$ cat src/rtl/qar_uart_pkg.sv
// Shared constants, FSM state types, per-frame config payloads and the parity
// helper used by the qar_uart485_ctrl block.
package qar_uart_pkg;

    localparam int unsigned OVERSAMPLE = 16;
    localparam int unsigned MID_SAMPLE = 8;
    localparam int unsigned TICK_W     = 4;

    typedef enum logic [2:0] {
        TX_IDLE,
        TX_LEAD,
        TX_START,
        TX_DATA,
        TX_PARITY,
        TX_STOP,
        TX_TAIL
    } tx_state_e;

    typedef enum logic [2:0] {
        RX_IDLE,
        RX_START,
        RX_DATA,
        RX_PARITY,
        RX_STOP
    } rx_state_e;

    // Line options captured at TX accept.
    typedef struct packed {
        logic parity_en;
        logic stop2;
        logic echo;
    } tx_cfg_t;

    // Line options captured at the RX start edge.
    typedef struct packed {
        logic       parity_en;
        logic       parity_odd;
        logic [3:0] idle_bits;
    } rx_cfg_t;

    // Parity over the low 'width' bits; odd=1 makes the total count of ones odd.
    function automatic logic calc_parity(input logic [8:0] data,
                                         input int unsigned width,
                                         input logic odd);
        logic [8:0] mask;
        mask = 9'((32'd1 << width) - 32'd1);
        return odd ^ (^(data & mask));
    endfunction

endpackage

$ cat src/rtl/qar_sync_fifo.sv
// Synchronous FIFO with occupancy output. Push while full is accepted only when
// a pop happens in the same cycle; pop while empty is ignored.
// Ports: clk, rst_n (sync, active-low), push/push_data, pop/pop_data (head),
//        level (occupancy), full, empty.
module qar_sync_fifo #(
    parameter int unsigned WIDTH = 8,
    parameter int unsigned DEPTH = 4
) (
    input  logic                     clk,
    input  logic                     rst_n,
    input  logic                     push,
    input  logic [WIDTH-1:0]         push_data,
    input  logic                     pop,
    output logic [WIDTH-1:0]         pop_data,
    output logic [$clog2(DEPTH):0]   level,
    output logic                     full,
    output logic                     empty
);

    localparam int unsigned AW = $clog2(DEPTH);
    localparam logic [AW:0] FULL_LVL = (AW+1)'(DEPTH);

    logic [WIDTH-1:0] mem_q [DEPTH];
    logic [AW-1:0]    wr_ptr_q, wr_ptr_d;
    logic [AW-1:0]    rd_ptr_q, rd_ptr_d;
    logic [AW:0]      count_q, count_d;
    logic             push_ok, pop_ok;

    // Pointer and occupancy update
    always_comb begin
        pop_ok   = pop && (count_q != '0);
        push_ok  = push && ((count_q != FULL_LVL) || pop_ok);
        wr_ptr_d = wr_ptr_q;
        rd_ptr_d = rd_ptr_q;
        count_d  = count_q;
        if (push_ok) begin
            wr_ptr_d = wr_ptr_q + AW'(1);
        end
        if (pop_ok) begin
            rd_ptr_d = rd_ptr_q + AW'(1);
        end
        if (push_ok && !pop_ok) begin
            count_d = count_q + (AW+1)'(1);
        end else if (!push_ok && pop_ok) begin
            count_d = count_q - (AW+1)'(1);
        end
    end

    always_ff @(posedge clk) begin
        if (!rst_n) begin
            wr_ptr_q <= '0;
            rd_ptr_q <= '0;
            count_q  <= '0;
        end else begin
            wr_ptr_q <= wr_ptr_d;
            rd_ptr_q <= rd_ptr_d;
            count_q  <= count_d;
        end
    end

    // Storage needs no reset; occupancy gates visibility.
    always_ff @(posedge clk) begin
        if (push_ok) begin
            mem_q[wr_ptr_q] <= push_data;
        end
    end

    assign pop_data = mem_q[rd_ptr_q];
    assign level    = count_q;
    assign full     = (count_q == FULL_LVL);
    assign empty    = (count_q == '0);

endmodule

$ cat src/rtl/qar_uart485_ctrl.sv
// Half-duplex UART / RS-485 controller: oversampled tick generator, TX FSM with
// DE lead/tail guard bits, RX FSM with mid-bit sampling, RX FIFO, idle detector.
// Ports: clk, rst_n (sync, active-low); cfg_* static line config;
//        tx_valid/tx_ready/tx_data/tx_busy TX stream;
//        rx_valid/rx_ready/rx_data/rx_level RX stream and occupancy;
//        rx_overrun/rx_frame_err/rx_parity_err/rx_idle one-cycle event pulses;
//        uart_tx/uart_rx line, uart_de driver enable, uart_re receiver enable (low active).
module qar_uart485_ctrl
    import qar_uart_pkg::*;
#(
    parameter int unsigned DATA_WIDTH    = 8,
    parameter int unsigned RX_FIFO_DEPTH = 4,
    parameter int unsigned CLK_DIV_WIDTH = 16,
    parameter int unsigned DE_LEAD_BITS  = 1,
    parameter int unsigned DE_TAIL_BITS  = 1
) (
    input  logic                               clk,
    input  logic                               rst_n,
    input  logic [CLK_DIV_WIDTH-1:0]           cfg_div,
    input  logic                               cfg_parity_en,
    input  logic                               cfg_parity_odd,
    input  logic                               cfg_stop2,
    input  logic                               cfg_echo,
    input  logic [3:0]                         cfg_idle_bits,
    input  logic                               tx_valid,
    output logic                               tx_ready,
    input  logic [DATA_WIDTH-1:0]              tx_data,
    output logic                               tx_busy,
    output logic                               rx_valid,
    input  logic                               rx_ready,
    output logic [DATA_WIDTH-1:0]              rx_data,
    output logic [$clog2(RX_FIFO_DEPTH):0]     rx_level,
    output logic                               rx_overrun,
    output logic                               rx_frame_err,
    output logic                               rx_parity_err,
    output logic                               rx_idle,
    output logic                               uart_tx,
    input  logic                               uart_rx,
    output logic                               uart_de,
    output logic                               uart_re
);

    localparam int unsigned BIT_CNT_W  = 8;
    localparam int unsigned IDLE_CNT_W = 8;

    // ------------------------------------------------------------------
    // Oversample tick generator
    // ------------------------------------------------------------------
    logic [CLK_DIV_WIDTH-1:0] div_cnt_q, div_cnt_d;
    logic                     tick;

    always_comb begin
        tick      = (div_cnt_q == '0);
        div_cnt_d = tick ? cfg_div : div_cnt_q - CLK_DIV_WIDTH'(1);
    end

    always_ff @(posedge clk) begin
        if (!rst_n) begin
            div_cnt_q <= '0;
        end else begin
            div_cnt_q <= div_cnt_d;
        end
    end

    // ------------------------------------------------------------------
    // TX FSM
    // ------------------------------------------------------------------
    tx_state_e             tx_state_q, tx_state_d;
    logic [TICK_W-1:0]     tx_tick_q, tx_tick_d;
    logic [BIT_CNT_W-1:0]  tx_bit_q, tx_bit_d;
    logic [DATA_WIDTH-1:0] tx_shift_q, tx_shift_d;
    logic                  tx_par_q, tx_par_d;
    tx_cfg_t               tx_cfg_q, tx_cfg_d;
    logic                  uart_tx_q, uart_tx_d;
    logic                  uart_de_q, uart_de_d;
    logic                  uart_re_q, uart_re_d;
    logic                  tx_bit_end;

    always_comb begin
        tx_state_d = tx_state_q;
        tx_tick_d  = tx_tick_q;
        tx_bit_d   = tx_bit_q;
        tx_shift_d = tx_shift_q;
        tx_par_d   = tx_par_q;
        tx_cfg_d   = tx_cfg_q;
        uart_tx_d  = 1'b1;
        tx_bit_end = tick && (tx_tick_q == TICK_W'(OVERSAMPLE - 1));

        if (tick) begin
            tx_tick_d = tx_tick_q + TICK_W'(1);
        end

        case (tx_state_q)
            TX_IDLE: begin
                tx_tick_d = '0;
                tx_bit_d  = '0;
                if (tx_valid) begin
                    tx_shift_d = tx_data;
                    tx_par_d   = calc_parity(9'(tx_data), DATA_WIDTH, cfg_parity_odd);
                    tx_cfg_d   = '{parity_en: cfg_parity_en, stop2: cfg_stop2, echo: cfg_echo};
                    tx_state_d = (DE_LEAD_BITS != 0) ? TX_LEAD : TX_START;
                end
            end
            TX_LEAD: begin
                if (tx_bit_end) begin
                    if (tx_bit_q == BIT_CNT_W'(DE_LEAD_BITS - 1)) begin
                        tx_bit_d   = '0;
                        tx_state_d = TX_START;
                    end else begin
                        tx_bit_d = tx_bit_q + BIT_CNT_W'(1);
                    end
                end
            end
            TX_START: begin
                if (tx_bit_end) begin
                    tx_bit_d   = '0;
                    tx_state_d = TX_DATA;
                end
            end
            TX_DATA: begin
                if (tx_bit_end) begin
                    tx_shift_d = tx_shift_q >> 1;
                    if (tx_bit_q == BIT_CNT_W'(DATA_WIDTH - 1)) begin
                        tx_bit_d   = '0;
                        tx_state_d = tx_cfg_q.parity_en ? TX_PARITY : TX_STOP;
                    end else begin
                        tx_bit_d = tx_bit_q + BIT_CNT_W'(1);
                    end
                end
            end
            TX_PARITY: begin
                if (tx_bit_end) begin
                    tx_state_d = TX_STOP;
                end
            end
            TX_STOP: begin
                if (tx_bit_end) begin
                    if (tx_cfg_q.stop2 && (tx_bit_q == '0)) begin
                        tx_bit_d = BIT_CNT_W'(1);
                    end else begin
                        tx_bit_d   = '0;
                        tx_state_d = (DE_TAIL_BITS != 0) ? TX_TAIL : TX_IDLE;
                    end
                end
            end
            TX_TAIL: begin
                if (tx_bit_end) begin
                    if (tx_bit_q == BIT_CNT_W'(DE_TAIL_BITS - 1)) begin
                        tx_bit_d   = '0;
                        tx_state_d = TX_IDLE;
                    end else begin
                        tx_bit_d = tx_bit_q + BIT_CNT_W'(1);
                    end
                end
            end
            default: tx_state_d = TX_IDLE;
        endcase

        // Line level registered from the state being entered
        case (tx_state_d)
            TX_START:  uart_tx_d = 1'b0;
            TX_DATA:   uart_tx_d = tx_shift_d[0];
            TX_PARITY: uart_tx_d = tx_par_d;
            default:   uart_tx_d = 1'b1;
        endcase

        uart_de_d = (tx_state_d != TX_IDLE);
        uart_re_d = uart_de_d & ~tx_cfg_d.echo;
    end

    always_ff @(posedge clk) begin
        if (!rst_n) begin
            tx_state_q <= TX_IDLE;
            tx_tick_q  <= '0;
            tx_bit_q   <= '0;
            tx_shift_q <= '0;
            tx_par_q   <= 1'b0;
            tx_cfg_q   <= '0;
            uart_tx_q  <= 1'b1;
            uart_de_q  <= 1'b0;
            uart_re_q  <= 1'b0;
        end else begin
            tx_state_q <= tx_state_d;
            tx_tick_q  <= tx_tick_d;
            tx_bit_q   <= tx_bit_d;
            tx_shift_q <= tx_shift_d;
            tx_par_q   <= tx_par_d;
            tx_cfg_q   <= tx_cfg_d;
            uart_tx_q  <= uart_tx_d;
            uart_de_q  <= uart_de_d;
            uart_re_q  <= uart_re_d;
        end
    end

    assign tx_ready = (tx_state_q == TX_IDLE);
    assign tx_busy  = (tx_state_q != TX_IDLE);
    assign uart_tx  = uart_tx_q;
    assign uart_de  = uart_de_q;
    assign uart_re  = uart_re_q;

    // ------------------------------------------------------------------
    // RX path
    // ------------------------------------------------------------------
    logic                  rx_meta_q, rx_sync_q, rx_prev_q;
    rx_state_e             rx_state_q, rx_state_d;
    logic [TICK_W-1:0]     rx_tick_q, rx_tick_d;
    logic [BIT_CNT_W-1:0]  rx_bit_q, rx_bit_d;
    logic [DATA_WIDTH-1:0] rx_shift_q, rx_shift_d;
    logic                  rx_par_bit_q, rx_par_bit_d;
    rx_cfg_t               rx_cfg_q, rx_cfg_d;
    logic                  idle_armed_q, idle_armed_d;
    logic [IDLE_CNT_W-1:0] idle_cnt_q, idle_cnt_d;
    logic [IDLE_CNT_W-1:0] idle_limit;
    logic                  rx_overrun_q, rx_overrun_d;
    logic                  rx_frame_err_q, rx_frame_err_d;
    logic                  rx_parity_err_q, rx_parity_err_d;
    logic                  rx_idle_q, rx_idle_d;
    logic                  rx_fall, rx_mid, rx_block, frame_done;
    logic                  fifo_push, fifo_pop, fifo_full, fifo_empty;

    // Receiver is blind while our own driver owns the bus without echo.
    assign rx_block = uart_re_q;
    assign fifo_pop = ~fifo_empty & rx_ready;

    always_comb begin
        rx_state_d      = rx_state_q;
        rx_tick_d       = rx_tick_q;
        rx_bit_d        = rx_bit_q;
        rx_shift_d      = rx_shift_q;
        rx_par_bit_d    = rx_par_bit_q;
        rx_cfg_d        = rx_cfg_q;
        idle_armed_d    = idle_armed_q;
        idle_cnt_d      = idle_cnt_q;
        rx_overrun_d    = 1'b0;
        rx_frame_err_d  = 1'b0;
        rx_parity_err_d = 1'b0;
        rx_idle_d       = 1'b0;
        fifo_push       = 1'b0;
        frame_done      = 1'b0;
        rx_fall         = rx_prev_q & ~rx_sync_q;
        rx_mid          = tick && (rx_tick_q == TICK_W'(OVERSAMPLE - 1));
        idle_limit      = IDLE_CNT_W'(rx_cfg_q.idle_bits) * IDLE_CNT_W'(OVERSAMPLE);

        if (tick) begin
            rx_tick_d = rx_tick_q + TICK_W'(1);
        end

        case (rx_state_q)
            RX_IDLE: begin
                rx_tick_d = '0;
                rx_bit_d  = '0;
                if (rx_fall && !rx_block) begin
                    rx_state_d = RX_START;
                    rx_cfg_d   = '{parity_en: cfg_parity_en, parity_odd: cfg_parity_odd,
                                   idle_bits: cfg_idle_bits};
                    idle_cnt_d = '0;
                end
            end
            RX_START: begin
                // Mid start bit: a high line means the edge was a glitch.
                if (tick && (rx_tick_q == TICK_W'(MID_SAMPLE - 1))) begin
                    if (rx_sync_q) begin
                        rx_state_d = RX_IDLE;
                    end else begin
                        rx_tick_d  = '0;
                        rx_bit_d   = '0;
                        rx_state_d = RX_DATA;
                    end
                end
            end
            RX_DATA: begin
                if (rx_mid) begin
                    rx_shift_d = {rx_sync_q, rx_shift_q[DATA_WIDTH-1:1]};
                    if (rx_bit_q == BIT_CNT_W'(DATA_WIDTH - 1)) begin
                        rx_bit_d   = '0;
                        rx_state_d = rx_cfg_q.parity_en ? RX_PARITY : RX_STOP;
                    end else begin
                        rx_bit_d = rx_bit_q + BIT_CNT_W'(1);
                    end
                end
            end
            RX_PARITY: begin
                if (rx_mid) begin
                    rx_par_bit_d = rx_sync_q;
                    rx_state_d   = RX_STOP;
                end
            end
            RX_STOP: begin
                if (rx_mid) begin
                    rx_state_d = RX_IDLE;
                    frame_done = 1'b1;
                    if (!rx_sync_q) begin
                        rx_frame_err_d = 1'b1;
                    end else if (rx_cfg_q.parity_en &&
                                 (rx_par_bit_q != calc_parity(9'(rx_shift_q), DATA_WIDTH,
                                                              rx_cfg_q.parity_odd))) begin
                        rx_parity_err_d = 1'b1;
                    end else if (fifo_full && !fifo_pop) begin
                        rx_overrun_d = 1'b1;
                    end else begin
                        fifo_push = 1'b1;
                    end
                end
            end
            default: rx_state_d = RX_IDLE;
        endcase

        if (rx_block) begin
            rx_state_d = RX_IDLE;
        end

        // Idle detector: armed by any finished frame, fires once per arming.
        if (frame_done) begin
            idle_armed_d = 1'b1;
            idle_cnt_d   = '0;
        end else if (idle_armed_q && tick && rx_sync_q && (rx_state_q == RX_IDLE) &&
                     (rx_cfg_q.idle_bits != '0)) begin
            idle_cnt_d = idle_cnt_q + IDLE_CNT_W'(1);
            if (idle_cnt_d == idle_limit) begin
                rx_idle_d    = 1'b1;
                idle_armed_d = 1'b0;
            end
        end
    end

    always_ff @(posedge clk) begin
        if (!rst_n) begin
            rx_meta_q       <= 1'b1;
            rx_sync_q       <= 1'b1;
            rx_prev_q       <= 1'b1;
            rx_state_q      <= RX_IDLE;
            rx_tick_q       <= '0;
            rx_bit_q        <= '0;
            rx_shift_q      <= '0;
            rx_par_bit_q    <= 1'b0;
            rx_cfg_q        <= '0;
            idle_armed_q    <= 1'b0;
            idle_cnt_q      <= '0;
            rx_overrun_q    <= 1'b0;
            rx_frame_err_q  <= 1'b0;
            rx_parity_err_q <= 1'b0;
            rx_idle_q       <= 1'b0;
        end else begin
            rx_meta_q       <= uart_rx;
            rx_sync_q       <= rx_meta_q;
            rx_prev_q       <= rx_sync_q;
            rx_state_q      <= rx_state_d;
            rx_tick_q       <= rx_tick_d;
            rx_bit_q        <= rx_bit_d;
            rx_shift_q      <= rx_shift_d;
            rx_par_bit_q    <= rx_par_bit_d;
            rx_cfg_q        <= rx_cfg_d;
            idle_armed_q    <= idle_armed_d;
            idle_cnt_q      <= idle_cnt_d;
            rx_overrun_q    <= rx_overrun_d;
            rx_frame_err_q  <= rx_frame_err_d;
            rx_parity_err_q <= rx_parity_err_d;
            rx_idle_q       <= rx_idle_d;
        end
    end

    assign rx_overrun    = rx_overrun_q;
    assign rx_frame_err  = rx_frame_err_q;
    assign rx_parity_err = rx_parity_err_q;
    assign rx_idle       = rx_idle_q;
    assign rx_valid      = ~fifo_empty;

    qar_sync_fifo #(
        .WIDTH (DATA_WIDTH),
        .DEPTH (RX_FIFO_DEPTH)
    ) u_rx_fifo (
        .clk       (clk),
        .rst_n     (rst_n),
        .push      (fifo_push),
        .push_data (rx_shift_q),
        .pop       (fifo_pop),
        .pop_data  (rx_data),
        .level     (rx_level),
        .full      (fifo_full),
        .empty     (fifo_empty)
    );

endmodule
$ cat config.mk
export PLATFORM = sky130hd
export DESIGN_NAME = qar_uart485_ctrl
export DESIGN_NICKNAME = d
export VERILOG_FILES = /design/src/rtl/qar_uart_pkg.sv /design/src/rtl/qar_sync_fifo.sv /design/src/rtl/qar_uart485_ctrl.sv
export SDC_FILE = /design/constraint.sdc
export NUM_CORES = 1
export LEC_CHECK = 0
export BUFFER_PORTS_ARGS = -buffer_cell sky130_fd_sc_hd__buf_2
export CORE_ASPECT_RATIO = 0.5
export CORE_MARGIN = 4
export CORE_UTILIZATION = 54
export DETAILED_ROUTE_END_ITERATION = 10
export PLACE_DENSITY = 0.82
export SYNTH_ARGS = -nofsm -noshare
export SYNTH_HDL_FRONTEND = slang
export SYNTH_SLANG_ARGS = --single-unit
$ cat constraint.sdc
create_clock -name clk -period 3 [get_ports clk]
set_clock_uncertainty 0.15 [all_clocks]
set_input_delay 0.15 -clock clk [delete_from_list [all_inputs] [get_ports clk]]
set_output_delay 0.15 -clock clk [all_outputs]
set_load 0.05 [all_outputs]
==> results.md <==
- The overall routed net length is 15600 um.
- After clock tree synthesis, the clock-pin slew on the worst setup and hold paths is 0.06 ns.
- The fraction of power spent switching nets is 30.3%.
- The repair_antennas step left the layout with diodes totalling 0.
- The path depth of the worst reg2reg path is 11.
- The most common library cell in the layout ignoring fill and taps is dfxtp_1.
- Pin placement for this block handled 58 I/O pins.
- The maximum fanout encountered on the critical timing path is 3.
- The clock period could shrink to 2.92 ns.
- After layout, the worst setup slack is 0.0833 ns.
- The number of sinks on the clock net is 133.
- VDD sags by at most 0.317 mV.
- The number of instances in the synthesized netlist is 661.
- The endpoint of the worst-slack reg-to-reg timing path is u_rx_fifo.level[2]$_SDFFE_PN0P_.
- The run finished with clean final reports.
- The effective utilization at floorplan is 56.3%.
- The highest-utilization routing layer at the global route stage is met2.
- The net count of the finished layout is 833.
- Summing every instance area after synthesis gives 0.00630 sq mm.
- During placement, the flow inserted port buffers numbering 57.
- The data arrival time at the worst-slack endpoint is 3.12 ns.
- The startpoint of the worst hold path is tx_data[0].
- The vertical die dimension is 84.4 um.
- Global routing consumed, on the met2 layer, 39.1% of the routing resources.
- The critical-path cell with the highest stage delay is nor4_4.
- The clock reaches the later pin of the worst-skew pair after 0.42 ns.
- The number of slew-limit violations in the final report is 0.
- The floorplan has 27 rows.
- The total via count in the routed design is 5472.
- For this block, the initial DRC count from the detailed router was 589.
- The critical path goes through nor4_4, nand4_1, nand2b_4, nand2b_4, nor3_4, ha_2, inv_1, fa_2, xor2_1, or3_1, a21oi_2.
- The final hold violation count is 0.
- For this run, the number of Yosys warnings is 0.
- The first-pass detailed-route iteration total is 5.
- At the pin with the least slew margin, the transition time is 0.680 ns.
- The unique cell type count in the Yosys netlist is 71.
- After detailed placement, the total cell area comes to 0.00697 sq mm.
- Relative to the synthesized area, the layout overhead comes to 25.8%.
- The worst setup path is captured at a flip-flop.
- Once layout is done, the placed cells without fillers occupy 0.00792 sq mm.
- The first global-routing pass estimated 25600 um of wire.
- The synthesized design contains 32 enable-type register cells.
- TritonCTS built the clock tree.
- The detail route stage leaves a number of antenna-violating nets equal to 0.
- Synthesis produced a netlist with a net count of 711.
- In the layout the commonest cells are dfxtp_1 (101), nand2_1 (75), nor2_1 (69).
- The clock network fraction of total power is 37.5%.
- STA puts the critical path data required time at 3.21 ns.
- The critical path in this run is classified as reg2reg.
- The share of post-route cells with drive strength above 1 is 20.7%.
- After detailed routing, the number of vias per cell comes to 5.73.
- The design draws 5160 uW.
- Of the available clock period, the critical path in the final layout requires 97.2%.
- The count of maximum capacitance violations is 0.
- The sequential share of power is 39.3%.
- The total area inside the core boundary comes to 0.0112 sq mm.
- The met3 demand-to-capacity share in global routing is 5.10%.
- The total routing usage reported by global routing is 23.3%.
- The number of CTS-inserted buffers is 17.
- Dividing the detail-routed wire length by the instance count gives 16.4 um.
- The number of endpoints failing setup at the final stage is 0.
- The share of async-settable or async-resettable flops after synthesis is 0%.
- The longest clock path from root to sink contains 2 buffers.
- The count of cells along the worst hold path is 3.
- The detailed-route DRC error count is 0.
- The most used flip-flop cell after synthesis is dfxtp_1.
- In this design, the stage delay of the slowest critical-path cell is 0.35 ns.
- Entering global routing, the biggest net connects 33 pins.
- The cell that appears most often on the critical path is nand2b_4.
- The setup check on the worst reg-to-reg path leaves a slack of 0.08 ns.
- Sequential elements use 47.4% of the synthesized area.
- The mean instance size in the synthesized netlist is 9.53 sq um.
- The sum of net half-perimeters after detailed placement is 9940 um.
- The number of antenna violations at the first check in global routing is 0.
- The power per cell area is 651 mW/mm^2.
- The end point of the most critical hold path is tx_shift_q[0]$_SDFF_PN0_.
- Summed over all cells, the static leakage comes to 0.00305 uW.
- The launching point of the worst reg2reg path is div_cnt_q[8]$_SDFF_PN0_.
- The synthesized design contains 133 register bits.
- The analysis attributes to net switching a power of 1560 uW.
- In the global route stage, met1 resource usage came out at 29.3%.
- The cell internal power dissipation is 3600 uW.
- The maximum achievable frequency is 343 MHz.
- The weighted congestion reported at the end of routability-driven placement is 0.919.
- The area of the die is 0.0136 sq mm.
- The root buffer cell chosen for the clock tree is clkbuf_16.
- The number of global-route vias before repair was 5280.
- The overall die width is 161 um.
- In this run the number of H-tree levels came out at 4.
- The power share of the combinational group is 23.2%.
- The class of the most critical hold timing path is in2reg.
- The element type at the critical path start is a flip-flop.
- At the placement stage, the worst setup path has a slack of -0.0395 ns.
- The worst pin sits at a relative slew slack of 54.2%.
- For this run the aggregate overflow at the end of global routing stands at 0.
-- area by class of cell --
type / instances / area, sq um
fillers: 783 / 3260
multi-input cells: 489 / 3240
repair buffers: 126 / 883
clock buffers: 19 / 454
clock inverters: 13 / 101
flip-flops and latches: 133 / 2980
well taps: 159 / 199
inverters: 16 / 60.1
-- cells in the mapped netlist, types with 6 or more instances --
cell type | number | area, sq um
nor2b_1 | 6 | 37.5
dfxtp_1 | 101 | 2020
xnor2_1 | 25 | 219
nor3b_1 | 6 | 45.0
nand2_1 | 75 | 282
a211oi_1 | 6 | 45.0
and2_1 | 15 | 93.8
edfxtp_1 | 32 | 961
o21ai_0 | 36 | 180
nand2b_1 | 10 | 62.6
mux4_2 | 8 | 180
and3_1 | 7 | 43.8
clkbuf_1 | 21 | 78.8
nor2_1 | 69 | 259
xor2_1 | 20 | 175
nand4_1 | 9 | 56.3
or3_1 | 15 | 93.8
ha_1 | 12 | 150
a31oi_1 | 15 | 93.8
nor3_1 | 14 | 70.1
nand3_1 | 23 | 115
a21oi_1 | 38 | 190
mux2i_1 | 10 | 100
inv_1 | 14 | 52.6
-- per-layer routing --
metal / up-vias / share of wire, % / routed length [um]
li1: 2631 / - / -
met1: 2602 / 44 / 6870
met2: 205 / 48 / 7470
met3: 34 / 6.2 / 969
met4: 0 / 2.0 / 306
met5: - / 0 / 0
-- critical path, delay by kind of cell, from the launching register on --
family / cells / cell delay [ns]
buf+inv: 1 / 0.06
compound gates: 1 / 0.14
xor+xnor: 1 / 0.17
fa+ha+maj: 2 / 0.54
flops: 1 / 0.34
simple gates: 6 / 1.45
-- cells by family after synthesis --
logic type | after synthesis | share of synthesized area, %
buffers and inverters | 39 | 2.44
AO/OA/AOI/OAI | 128 | 12.5
XOR/XNOR | 46 | 6.62
flip-flops | 133 | 47.4
AND/OR/NAND/NOR | 284 | 23.9
adder cells (fa/ha/maj) | 13 | 2.70
multiplexers | 18 | 4.45
-- stage by stage --
stage	util, %	TNS [ns]	cells	hold WS (ns)
2_1_floorplan	-	0	661	0.101
3_3_place_gp	62.3	0	890	0.194
3_5_place_dp	62.3	-0.0395	890	0.190
4_1_cts	70.4	0	954	0.0103
5_1_grt	70.9	-0.0407	955	0.0374
6_report	70.9	0	955	0.0237
-- registers in the layout, summed over array words and instances (netlist names), 4 cells and up, named ones only --
| register | count |
|---|---|
| u_rx_fifo.mem_q | 32 |
| tx_bit_q | 8 |
| tx_shift_q | 8 |
| rx_tick_q | 4 |
| div_cnt_q | 16 |
| idle_cnt_q | 8 |
| rx_cfg_q | 6 |
| rx_shift_q | 8 |
| tx_tick_q | 4 |
| rx_bit_q | 8 |
-- worst max path at each step --
stage | from | endpoint | slack (ns) | depth (start not counted)
floorplan | div_cnt_q[0]$_SDFF_PN0_ | u_rx_fifo.level[2]$_SDFFE_PN0P_ | 0.01 | 13
global placement | div_cnt_q[0]$_SDFF_PN0_ | u_rx_fifo.level[2]$_SDFFE_PN0P_ | 0.12 | 13
detailed placement | div_cnt_q[0]$_SDFF_PN0_ | u_rx_fifo.level[2]$_SDFFE_PN0P_ | -0.04 | 13
CTS | rx_shift_q[1]$_SDFFE_PN0P_ | u_rx_fifo.level[2]$_SDFFE_PN0P_ | 0.01 | 11
global route | div_cnt_q[8]$_SDFF_PN0_ | u_rx_fifo.level[2]$_SDFFE_PN0P_ | -0.04 | 11
finish | div_cnt_q[8]$_SDFF_PN0_ | u_rx_fifo.level[2]$_SDFFE_PN0P_ | 0.08 | 11
-- power groups by stage --
stage	registers, uW	logic (uW)	clock network [uW]
after global routing	2040	1300	2040
after CTS	2020	1130	1950
after detailed placement	2050	1070	0
after global placement	2040	1050	0
after floorplan	2070	689	0
final	2030	1190	1940
-- what timing repair did --
action | 4_1_cts | 5_1_grt
hold endpoints to repair | 34 | 0
gates cloned | 0 | 0
pin swaps | 2 | 6
hold buffers | 32 | 0
setup buffers | 0 | 1
setup endpoints to repair | 1 | 4
gates resized for setup | 4 | 11
Note: power is estimated with default switching activity, not from simulation.
